File: config.mk
export PLATFORM = sky130hd
export DESIGN_NAME = branch_resolve_unit_flat
export DESIGN_NICKNAME = d
export VERILOG_FILES = /design/src/rtl/branch_resolve_unit_if.sv /design/src/rtl/branch_resolve_unit.sv /design/src/flat_wrapper.sv
export SDC_FILE = /design/constraint.sdc
export NUM_CORES = 1
export LEC_CHECK = 0
export BUFFER_PORTS_ARGS = -buffer_cell sky130_fd_sc_hd__clkbuf_2
export CAP_MARGIN = 5
export CORE_ASPECT_RATIO = 1.2
export CORE_MARGIN = 2
export CORE_UTILIZATION = 46
export DETAILED_ROUTE_END_ITERATION = 8
export GPL_TIMING_DRIVEN = 0
export PLACE_DENSITY_LB_ADDON = 0.3
export REMOVE_ABC_BUFFERS = 1
export SLEW_MARGIN = 10
export SYNTH_ARGS = -nofsm -noshare
export SYNTH_HDL_FRONTEND = slang
export SYNTH_SLANG_ARGS = --single-unit
File: constraint.sdc
create_clock -name clk -period 7.4 [get_ports clk]
set_clock_uncertainty 0.05 [all_clocks]
set_input_delay 0.74 -clock clk [delete_from_list [all_inputs] [get_ports clk]]
set_output_delay 0.74 -clock clk [all_outputs]
set_load 0.02 [all_outputs]
File: src/rtl/branch_resolve_unit_if.sv
// Branch request channel between decode and the branch resolve unit.
// master: requester drives request fields + valid; slave: returns ready.
interface branch_resolve_unit_if;
  logic        br_valid;
  logic        br_ready;
  logic        br_is_reg;
  logic [2:0]  br_cond;
  logic [8:0]  br_imm;
  logic [15:0] br_reg_val;
  logic [15:0] pc_plus2;

  modport master (
    output br_valid,
    output br_is_reg,
    output br_cond,
    output br_imm,
    output br_reg_val,
    output pc_plus2,
    input  br_ready
  );

  modport slave (
    input  br_valid,
    input  br_is_reg,
    input  br_cond,
    input  br_imm,
    input  br_reg_val,
    input  pc_plus2,
    output br_ready
  );
endinterface

File: src/rtl/branch_resolve_unit.sv
// Branch resolve: evaluates N/Z/V conditions, drives PC redirect + flush.
// Ports: clk, rst (async low), br (slave), flags in; stall/redirect/target/flush/taken_cnt out.
module branch_resolve_unit #(
  parameter int FLUSH_CYCLES = 2
) (
  input  logic                  clk,
  input  logic                  rst,
  branch_resolve_unit_if.slave  br,
  input  logic                  flag_n,
  input  logic                  flag_z,
  input  logic                  flag_v,
  input  logic                  flag_wr_pending,
  output logic                  stall,
  output logic                  pc_redirect,
  output logic [15:0]           pc_target,
  output logic                  flush,
  output logic [15:0]           taken_cnt
);

  localparam logic [2:0] FC = 3'(FLUSH_CYCLES);

  typedef enum logic [1:0] {
    IDLE,
    WAIT_FLAG,
    FLUSH
  } state_e;

  typedef struct packed {
    logic        is_reg;
    logic [2:0]  cond;
    logic [8:0]  imm;
    logic [15:0] reg_val;
    logic [15:0] pc;
  } req_t;

  state_e      state_q, state_d;
  logic [2:0]  cnt_q, cnt_d;
  req_t        req_q, req_d;
  logic        pc_redirect_q, pc_redirect_d;
  logic [15:0] pc_target_q, pc_target_d;
  logic [15:0] taken_cnt_q, taken_cnt_d;

  req_t        cur;
  logic        cond_ok;
  logic        resolve;
  logic [15:0] tgt;

  // WAIT_FLAG resolves the latched copy; IDLE resolves the live request.
  always_comb begin
    cur = '{
      is_reg:  br.br_is_reg,
      cond:    br.br_cond,
      imm:     br.br_imm,
      reg_val: br.br_reg_val,
      pc:      br.pc_plus2
    };
    if (state_q == WAIT_FLAG) cur = req_q;
  end

  always_comb begin
    cond_ok = 1'b0;
    unique case (cur.cond)
      3'b000: cond_ok = ~flag_z;
      3'b001: cond_ok = flag_z;
      3'b010: cond_ok = ~flag_z & ~flag_n;
      3'b011: cond_ok = flag_n;
      3'b100: cond_ok = flag_z | (~flag_z & ~flag_n);
      3'b101: cond_ok = flag_n | flag_z;
      3'b110: cond_ok = flag_v;
      3'b111: cond_ok = 1'b1;
      default: cond_ok = 1'b0;
    endcase
  end

  // Word offset: sign-extend imm and shift left one.
  always_comb begin
    tgt = cur.pc + {{6{cur.imm[8]}}, cur.imm, 1'b0};
    if (cur.is_reg) tgt = cur.reg_val;
  end

  always_comb begin
    state_d       = state_q;
    cnt_d         = cnt_q;
    req_d         = req_q;
    pc_redirect_d = 1'b0;
    pc_target_d   = pc_target_q;
    taken_cnt_d   = taken_cnt_q;
    resolve       = 1'b0;
    stall         = 1'b0;
    br.br_ready   = 1'b0;
    unique case (state_q)
      IDLE: begin
        br.br_ready = 1'b1;
        if (br.br_valid) begin
          if (flag_wr_pending) begin
            req_d   = cur;
            state_d = WAIT_FLAG;
            stall   = 1'b1;
          end else begin
            resolve = 1'b1;
          end
        end
      end
      WAIT_FLAG: begin
        stall   = 1'b1;
        resolve = 1'b1;
        state_d = IDLE;
      end
      FLUSH: begin
        stall = 1'b1;
        if (cnt_q == 3'd1) state_d = IDLE;
        else cnt_d = cnt_q - 3'd1;
      end
      default: state_d = IDLE;
    endcase
    if (resolve && cond_ok) begin
      pc_redirect_d = 1'b1;
      pc_target_d   = tgt;
      state_d       = FLUSH;
      cnt_d         = FC;
      if (taken_cnt_q != 16'hFFFF) taken_cnt_d = taken_cnt_q + 16'd1;
    end
  end

  always_ff @(posedge clk or negedge rst) begin
    if (!rst) begin
      state_q       <= IDLE;
      cnt_q         <= '0;
      req_q         <= '0;
      pc_redirect_q <= 1'b0;
      pc_target_q   <= '0;
      taken_cnt_q   <= '0;
    end else begin
      state_q       <= state_d;
      cnt_q         <= cnt_d;
      req_q         <= req_d;
      pc_redirect_q <= pc_redirect_d;
      pc_target_q   <= pc_target_d;
      taken_cnt_q   <= taken_cnt_d;
    end
  end

  assign flush       = (state_q == FLUSH);
  assign pc_redirect = pc_redirect_q;
  assign pc_target   = pc_target_q;
  assign taken_cnt   = taken_cnt_q;

endmodule

File: src/flat_wrapper.sv
// flat-port wrapper written by rule: the top's interface ports become plain ports
module branch_resolve_unit_flat 
#(
  parameter int FLUSH_CYCLES = 2
)
  (clk, rst, flag_n, flag_z, flag_v, flag_wr_pending, stall, pc_redirect, pc_target, flush, taken_cnt, br_br_valid, br_br_is_reg, br_br_cond, br_br_imm, br_br_reg_val, br_pc_plus2, br_br_ready);
  branch_resolve_unit_if br_i ();
  input  logic clk;
  input  logic rst;
  input  logic flag_n;
  input  logic flag_z;
  input  logic flag_v;
  input  logic flag_wr_pending;
  output logic stall;
  output logic pc_redirect;
  output logic [15:0] pc_target;
  output logic flush;
  output logic [15:0] taken_cnt;
  input wire logic [$bits(br_i.br_valid)-1:0] br_br_valid;
  input wire logic [$bits(br_i.br_is_reg)-1:0] br_br_is_reg;
  input wire logic [$bits(br_i.br_cond)-1:0] br_br_cond;
  input wire logic [$bits(br_i.br_imm)-1:0] br_br_imm;
  input wire logic [$bits(br_i.br_reg_val)-1:0] br_br_reg_val;
  input wire logic [$bits(br_i.pc_plus2)-1:0] br_pc_plus2;
  output wire logic [$bits(br_i.br_ready)-1:0] br_br_ready;
  assign br_i.br_valid = br_br_valid;
  assign br_i.br_is_reg = br_br_is_reg;
  assign br_i.br_cond = br_br_cond;
  assign br_i.br_imm = br_br_imm;
  assign br_i.br_reg_val = br_br_reg_val;
  assign br_i.pc_plus2 = br_pc_plus2;
  assign br_br_ready = br_i.br_ready;
  branch_resolve_unit #(.FLUSH_CYCLES(FLUSH_CYCLES)) u_core (.clk(clk), .rst(rst), .br(br_i), .flag_n(flag_n), .flag_z(flag_z), .flag_v(flag_v), .flag_wr_pending(flag_wr_pending), .stall(stall), .pc_redirect(pc_redirect), .pc_target(pc_target), .flush(flush), .taken_cnt(taken_cnt));
endmodule
==> results of run 1 <==
-- worst paths after layout --
kind	endpoint	slack, ps	startpoint
max	u_core.pc_target[12]	3450	u_core.state_q[1]
max in group asynchronous	u_core.taken_cnt[10]	6350	rst
max reg2reg	u_core.pc_target[12]	3450	u_core.state_q[1]
min	u_core.req_q[18]	330	rst
min in group clk	u_core.req_q[17]	430	u_core.req_q[17]
min reg2reg	u_core.req_q[17]	430	u_core.req_q[17]
-- sequential cells by signal, summed over array words and instances, names as in the netlist --
register,count
u_core.pc_target,16
u_core.state_q,2
u_core.taken_cnt,16
u_core.cnt_q,3
u_core.pc_redirect,1
u_core.req_q,45
-- critical path: stages (launching register included) --
cell	delay, ps
dfrtp_1	390
inv_1	130
ha_4	690
mux2_2	480
ha_1	370
a2111o_1	480
a2111oi_0	540
nor2_1	200
xor2_1	200
a211o_1	270
-- cells by family (layout without fill, tap and decap cells) --
logic type,Yosys count,after routing,share of synthesized area
adders and majority gates,22,22,0.05829
muxes,80,80,0.1821
and+or+nand+nor,121,121,0.1220
xor gates and xnor gates,26,26,0.04694
buffers and inverters,35,120,0.03327
AOI/OAI and AO/OA,99,99,0.1292
DFF,83,83,0.4282
-- synth_stat cells, types with 5 or more instances --
cell type  count
nand4_1        6
dfrtp_1       83
a21o_1         5
nand3_1        7
nor3_1         6
ha_1          21
nor2_1        26
clkbuf_1      10
mux2i_1       23
xnor2_1       10
inv_1         13
nand2_1       48
nand2b_1       5
o21ai_0       40
buf_2          6
a21oi_1       26
xor2_1        16
mux2_2        55
-- power by group through the flow --
stage / registers, mW / logic [mW] / clock network [mW]
after global routing: 0.795 / 1.42 / 0.424
final: 0.773 / 1.27 / 0.395
after floorplan: 0.815 / 0.890 / 0
after CTS: 0.772 / 1.28 / 0.407
after global placement: 0.764 / 1.21 / 0
after detailed placement: 0.780 / 1.27 / 0
-- layer usage --
metal / routed length (microns) / track usage
met5: 0 / 0
met4: 361 / 0.1102
met3: 301 / 0.02873
met2: 5314 / 0.3292
met1: 4526 / 0.2325
-- final cells by class --
cell class,count,area share
Clock buffer,11,0.04084
Clock inverter,3,0.003074
Inverter,14,0.009223
Multi-Input combinational cell,348,0.4622
Sequential cell,83,0.3645
Tap cell,129,0.02833
Timing Repair Buffer,92,0.09179
-- stage by stage --
step	area [sq um]	util	hold WS (ps)	std cells	total power, mW
after CTS	5698	0.5472	338.9	680	2.457
after floorplan	4742	-	394.4	445	1.704
final	5698	0.5472	327.7	680	2.435
after global placement	5339	0.5127	411.7	661	1.978
after detailed placement	5448	0.5231	420.6	666	2.048
after global routing	5698	0.5472	355.8	680	2.635
==> metrics, run 1 <==
post-route setup TNS 0 ps; ANT cells 0; most frequent cells in the layout clkbuf_2, dfrtp_1, mux2_2, nand2_1, o21ai_0; Overall Global Routing Usage 0.1918; worst-margin pin slew 815.8 ps; Initial Util 0.4658; f_max 253.3 MHz; period utilization 0.5335; commonest non-fill, non-tap cell in the layout clkbuf_2; nets 622; die height 116.5 microns; post_cts resized 0; pre-CTS WS 3498 ps; post-synthesis async set-or-reset flop share 1.000; post-CTS setup buffers 0; Seq. cell area 2077 sq um; CTS root buf clkbuf_16; Hold Crit Class input port to async pin; clk buf depth 2; routed wire length 10500 microns; post-synth cell types 56; GRT overflow 0; Chip Width 97.75 microns; Syn. warnings 0; first-pass GRT wire length 17460 microns; final-report max-slew violation count 0; TritonCTS clock tree yes; Seq/Total Area, Yosys 0.4282; Max Cap Viol 0; via count 3756; status complete, no violations; antenna violations before repair 0; ys flop type dfrtp_1; sequential share of power 0.317; vias in the first global route 3702; Critical Path RT 7580 ps; DRT iter0 DRCs 179; vias per cell 5.524; setup violators final 0; layout cells sized above 1 0.3176; main area contributors after synthesis dfrtp_1, mux2_2, ha_1; # rows 41; arrival time at the worst endpoint 4120 ps; RSZ-0062 raised after global routing no; fillcell total 947; Worst-path clk slew 60 ps; worst r2r path cells 9; clock share of power 0.162; largest net degree at the start of global routing 55; total core area 10410 sq um; CP max FO 53; post-synth top area share 0.4282; Avg Cell Area, Syn 10.41 sq um; Worst slew margin 0.4562; CTS Buf Count 9; Setup Crit Path Kind flip-flop to flip-flop; area of the multi-input gates 2634 sq um; Power Dens Cells 427.4 nW/um^2; clk_lat worst skew 340 ps; Syn-to-layout area delta 17.46%; final worst slack 3452 ps; antenna-violating nets left 0; peak supply drop 154.6 uV; first drt pass iteration count 4; Final Critical Period 3948 ps; Pleak 2.674 nW; I/O Pins 88; # H-tree levels 3; port buffer count 87; hold buffer count at cts 0; startpoint types flip-flop; dpl hpwl 7656 microns; cell count after synthesis 466; #FFs+latches synth 83; gpl congestion 0.8369; mapped cell area 4851 sq um; leading area contributor after synthesis dfrtp_1; Post-synth EDFFs 0; die area 11390 sq um; Clock Sinks 83; Sw Share 0.4120; Critical Path Sink Type flip-flop; DR WL/cell 15.45 microns; final hold violation count 0; Comb pwr share 0.521; P_int 1.432 mW; drt drc 0; Switching Power 1.003 mW
Note: power is estimated with default switching activity, not from simulation.
==> run 2, diff against run 1 <==
==> constraint.sdc (replaced) <==
create_clock -name clk -period 3.9 [get_ports clk]
set_clock_uncertainty 0.05 [all_clocks]
set_input_delay 0.39 -clock clk [delete_from_list [all_inputs] [get_ports clk]]
set_output_delay 0.39 -clock clk [all_outputs]
set_load 0.02 [all_outputs]
==> run 2 against run 1 <==
Compared with the run above: utilization is 0.29 points higher; setup slack worse by 3200 ps; total power grew 91%; combinational power up 91%; routed wire length increased by 1.1%; flip-flop and latch count stayed put; global-route usage grew 0.26 points; critical path type unchanged; critical endpoint unchanged; largest cell class unchanged; largest power group unchanged.
==> metrics, run 2 (synthesis gave the netlist of run 1 again) <==
antenna-violating nets left 0; final worst slack 224.6 ps; Comb pwr share 0.523; Chip Width 97.75 microns; nets 624; TritonCTS clock tree yes; fillcell total 946; Setup Crit Path Kind flip-flop to flip-flop; Sw Share 0.4122; peak supply drop 293.6 uV; most frequent cells in the layout clkbuf_2, dfrtp_1, mux2_2, nand2_1, o21ai_0; Initial Util 0.4658; layout cells sized above 1 0.3183; arrival time at the worst endpoint 3850 ps; # H-tree levels 3; Worst R2R Start u_core.state_q[1]; setup violators final 0; WHS 244.8 ps; CTS root buf clkbuf_16; P_int 2.732 mW; period utilization 0.9424; port buffer count 87; # rows 41; Pleak 2.686 nW; final core utilization 0.5500; routed wire length 10620 microns; pre-CTS WS -2.251 ps; startpoint types flip-flop; first-pass GRT wire length 17620 microns; die height 116.5 microns; commonest non-fill, non-tap cell in the layout clkbuf_2; DP Area 5448 sq um; clk_lat worst skew 340 ps; Critical Path RT 4070 ps; Power Dens Cells 811.3 nW/um^2; worst-margin pin slew 682.6 ps; drt drc 0; largest register by flop count u_core.req_q; status complete, no violations; RSZ-0062 raised after global routing no; start point of the critical path u_core.state_q[1]; via count 3782; first drt pass iteration count 4; Switching Power 1.916 mW; Hold Startpoint br_br_reg_val[15]; area of the multi-input gates 2634 sq um; I/O Pins 88; Max Cap Viol 0; Largest register FFs 45; DRT iter0 DRCs 159; Hold Crit Class input port to flip-flop; clock share of power 0.161; Clock Sinks 83; ANT cells 0; f_max 272.1 MHz; sequential share of power 0.316; antenna violations before repair 0; vias per cell 5.545; total core area 10410 sq um; Worst-path clk slew 60 ps; clk buf depth 2; design area 5728 sq um; vias in the first global route 3726; Final Critical Period 3675 ps; post_cts resized 0; GRT overflow 0; gpl congestion 0.8369; Overall Global Routing Usage 0.1943; Seq. cell area 2077 sq um; final-report max-slew violation count 0; dpl hpwl 7656 microns; Critical Path Sink Type flip-flop; Syn-to-layout area delta 18.08%; CTS Buf Count 9; die area 11390 sq um; DR WL/cell 15.58 microns; Worst slew margin 0.5439; final hold violation count 0; largest net degree at the start of global routing 55; CP max FO 28
run 2: cell count changes in the layout (fill, tap and decap cells not counted):
cell / change
dlygate4sd3_1: +1
buf_12: +1
run 2: path summary, 6_finish.rpt:
check,end,slack (ps),cells after the start
max reg2reg,u_core.pc_target[12],220,9
min,u_core.req_q[31],240,2
min in group asynchronous,u_core.req_q[18],520,2
max,u_core.pc_target[12],220,9
min reg2reg,u_core.req_q[17],430,2
max in group asynchronous,u_core.taken_cnt[6],2660,3
run 2: timing repair:
| action | in CTS | in global routing |
|---|---|---|
| hold buffers | 1 | 0 |
| endpoints found under the hold margin | 24 | 0 |
| buffers inserted | 1 | 0 |
| endpoints found under the setup margin | 2 | 0 |
run 2: final cells by class:
class,count,area share
multi-input combinational,348,0.4598
inverter,14,0.009174
tap,129,0.02818
sequential,83,0.3626
timing repair buffer,94,0.09655
clock buffer,11,0.04063
clock inverter,3,0.003058
run 2: worst max-delay path: stages (launching register included):
cell,delay [ps]
dfrtp_1,390
inv_1,130
ha_4,440
mux2_2,460
ha_1,370
a2111o_1,480
a2111oi_0,530
nor2_1,200
xor2_1,200
a211o_1,270
run 2: metal layers:
layer | wire length [microns] | track usage | share of wire | up-vias
met3 | 323 | 0.02992 | 0.030 | 24
met5 | 0 | 0 | 0 | -
li1 | - | - | - | 1839
met1 | 4528 | 0.2329 | 0.43 | 1830
met4 | 292 | 0.1046 | 0.027 | 0
met2 | 5478 | 0.3398 | 0.52 | 89
run 2: through the flow:
step | TNS [ps] | std cells | power [mW]
2_1_floorplan | -6506 | 445 | 3.234
3_3_place_gp | -48670 | 661 | 3.753
3_5_place_dp | -2.251 | 666 | 3.887
4_1_cts | 0 | 682 | 4.685
5_1_grt | 0 | 682 | 5.025
6_report | 0 | 682 | 4.647
run 2: power by group through the flow:
| stage | clock network (mW) | registers (mW) | logic [mW] |
|---|---|---|---|
| after floorplan | 0 | 1.55 | 1.69 |
| after global placement | 0 | 1.45 | 2.30 |
| after detailed placement | 0 | 1.48 | 2.41 |
| after CTS | 0.773 | 1.46 | 2.45 |
| after global routing | 0.807 | 1.51 | 2.71 |
| final | 0.749 | 1.47 | 2.43 |
==> run 3, diff against run 2 <==
--- a/config.mk
+++ b/config.mk
@@ -7,7 +7,7 @@
 export LEC_CHECK = 0
 export BUFFER_PORTS_ARGS = -buffer_cell sky130_fd_sc_hd__clkbuf_2
 export CAP_MARGIN = 5
-export CORE_ASPECT_RATIO = 1.2
+export CORE_ASPECT_RATIO = 0.75
 export CORE_MARGIN = 2
 export CORE_UTILIZATION = 46
 export DETAILED_ROUTE_END_ITERATION = 8
==> run 3 against run 2 <==
Compared with the run above: routed wire length is 1.3% higher; global-route usage increased by 0.34 points; total power up 5.7%.
==> metrics, run 3 (synthesis gave the netlist of run 1 again) <==
start point of the critical path u_core.state_q[1]; Worst-path clk slew 60 ps; worst r2r path cells 10; most frequent cells in the layout clkbuf_2, dfrtp_1, mux2_2, nand2_1, o21ai_0; Final Critical Period 3664 ps; Seq. cell area 2077 sq um; hold buffer count at cts 0; Largest register FFs 45; layout cells sized above 1 0.3225; Overall Global Routing Usage 0.1977; final hold violation count 0; CTS root buf clkbuf_16; Critical Path Sink Type flip-flop; die height 92.94 microns; area of the multi-input gates 2634 sq um; Worst R2R Start u_core.state_q[1]; gpl congestion 0.8325; dpl hpwl 7616 microns; RSZ-0062 raised after global routing no; largest register by flop count u_core.req_q; post_cts resized 0; Syn-to-layout area delta 20.56%; I/O Pins 88; final worst slack 236.0 ps; commonest non-fill, non-tap cell in the layout clkbuf_2; ANT cells 0; period utilization 0.9395; first-pass GRT wire length 17590 microns; FF-to-FF setup slack 240 ps; Power Dens Cells 839.9 nW/um^2; status complete, no violations; fillcell total 934; pre-CTS WS -165.8 ps; drt drc 0; peak supply drop 362.2 uV; CTS Buf Count 9; setup violators final 0; Hold Crit Class input port to async pin; via count 3679; port buffer count 87; Pleak 2.736 nW; Chip Width 122.6 microns; DRT iter0 DRCs 190; Setup Crit Path Kind flip-flop to flip-flop; Critical Path End u_core.pc_target[12]; f_max 272.9 MHz; antenna-violating nets left 0; nets 624; total power 4.912 mW; vias per cell 5.324; Clock Sinks 83; worst-margin pin slew 723.3 ps; arrival time at the worst endpoint 3830 ps; total core area 10290 sq um; CP max FO 15; Initial Util 0.4714; Worst slew margin 0.5173; GRT overflow 0; first drt pass iteration count 4; Post-Layout Cell Count 691; die area 11390 sq um; DR WL/cell 15.57 microns; routed wire length 10760 microns; vias in the first global route 3531; post-route setup TNS 0 ps; placed insts 673; RR Endpoint u_core.pc_target[12]; clk_lat worst skew 330 ps; Max Cap Viol 0; TritonCTS clock tree yes; largest net degree at the start of global routing 44; final-report max-slew violation count 0; clk buf depth 2; antenna violations before repair 0; final core utilization 0.5683; # rows 32; # H-tree levels 3; startpoint types flip-flop; Critical Path RT 4070 ps
-- run 3: changes by cell type in the layout (fill, tap and decap cells not counted) --
cell	change
bufinv_16	+3
buf_16	+1
clkinv_2	-2
dlygate4sd3_1	-1
clkbuf_8	+1
-- run 3: timing repair --
item | 4_1_cts | 5_1_grt
gates cloned | 0 | 0
buffers inserted | 1 | 1
endpoints found under the setup margin | 4 | 2
-- run 3: power breakdown --
group / internal (mW) / total (mW) / switching, mW
logic: 1.10 / 2.47 / 1.38
clock network: 0.644 / 0.975 / 0.332
registers: 1.24 / 1.46 / 0.228
total: 2.98 / 4.91 / 1.94
-- run 3: final cells by class --
type,count,share of cell area
Sequential cell,83,0.3552
Clock inverter,4,0.01669
Timing Repair Buffer,94,0.09756
Clock buffer,12,0.04215
Inverter,14,0.008986
Tap cell,136,0.02910
Multi-Input combinational cell,348,0.4504
-- run 3: metrics by stage --
step           hold slack, ps  area, sq um
2_1_floorplan           44.41         4742
3_3_place_gp            411.4         5348
3_5_place_dp            408.2         5456
4_1_cts                 51.14         5821
5_1_grt                 83.83         5848
6_report                35.36         5848
-- run 3: worst min-delay path by stage --
stage / from / end / slack, ps
finish: rst / u_core.req_q[6] / 40
global route: rst / u_core.req_q[3] / 80
CTS: rst / u_core.req_q[6] / 50
global placement: u_core.req_q[26] / u_core.req_q[26] / 410
floorplan: rst / u_core.cnt_q[0] / 40
detailed placement: rst / u_core.req_q[6] / 410
-- run 3: layer usage --
| metal | global-route usage | vias up | wire length (microns) |
|---|---|---|---|
| li1 | - | 1849 | - |
| met1 | 0.2790 | 1757 | 5223 |
| met2 | 0.3106 | 64 | 5075 |
| met3 | 0.04433 | 9 | 351 |
| met4 | 0.04406 | 0 | 105 |
| met5 | 0 | - | 0 |
-- run 3: worst max-delay path, cell delays in order, from the launching register on --
cell and delay, ps:
dfrtp_1 400, inv_1 140, ha_4 330, mux2_2 420, ha_1 310, a211oi_1 470
o21bai_1 170, a2111oi_0 610, nor2_1 180, xor2_1 190, a211o_1 270
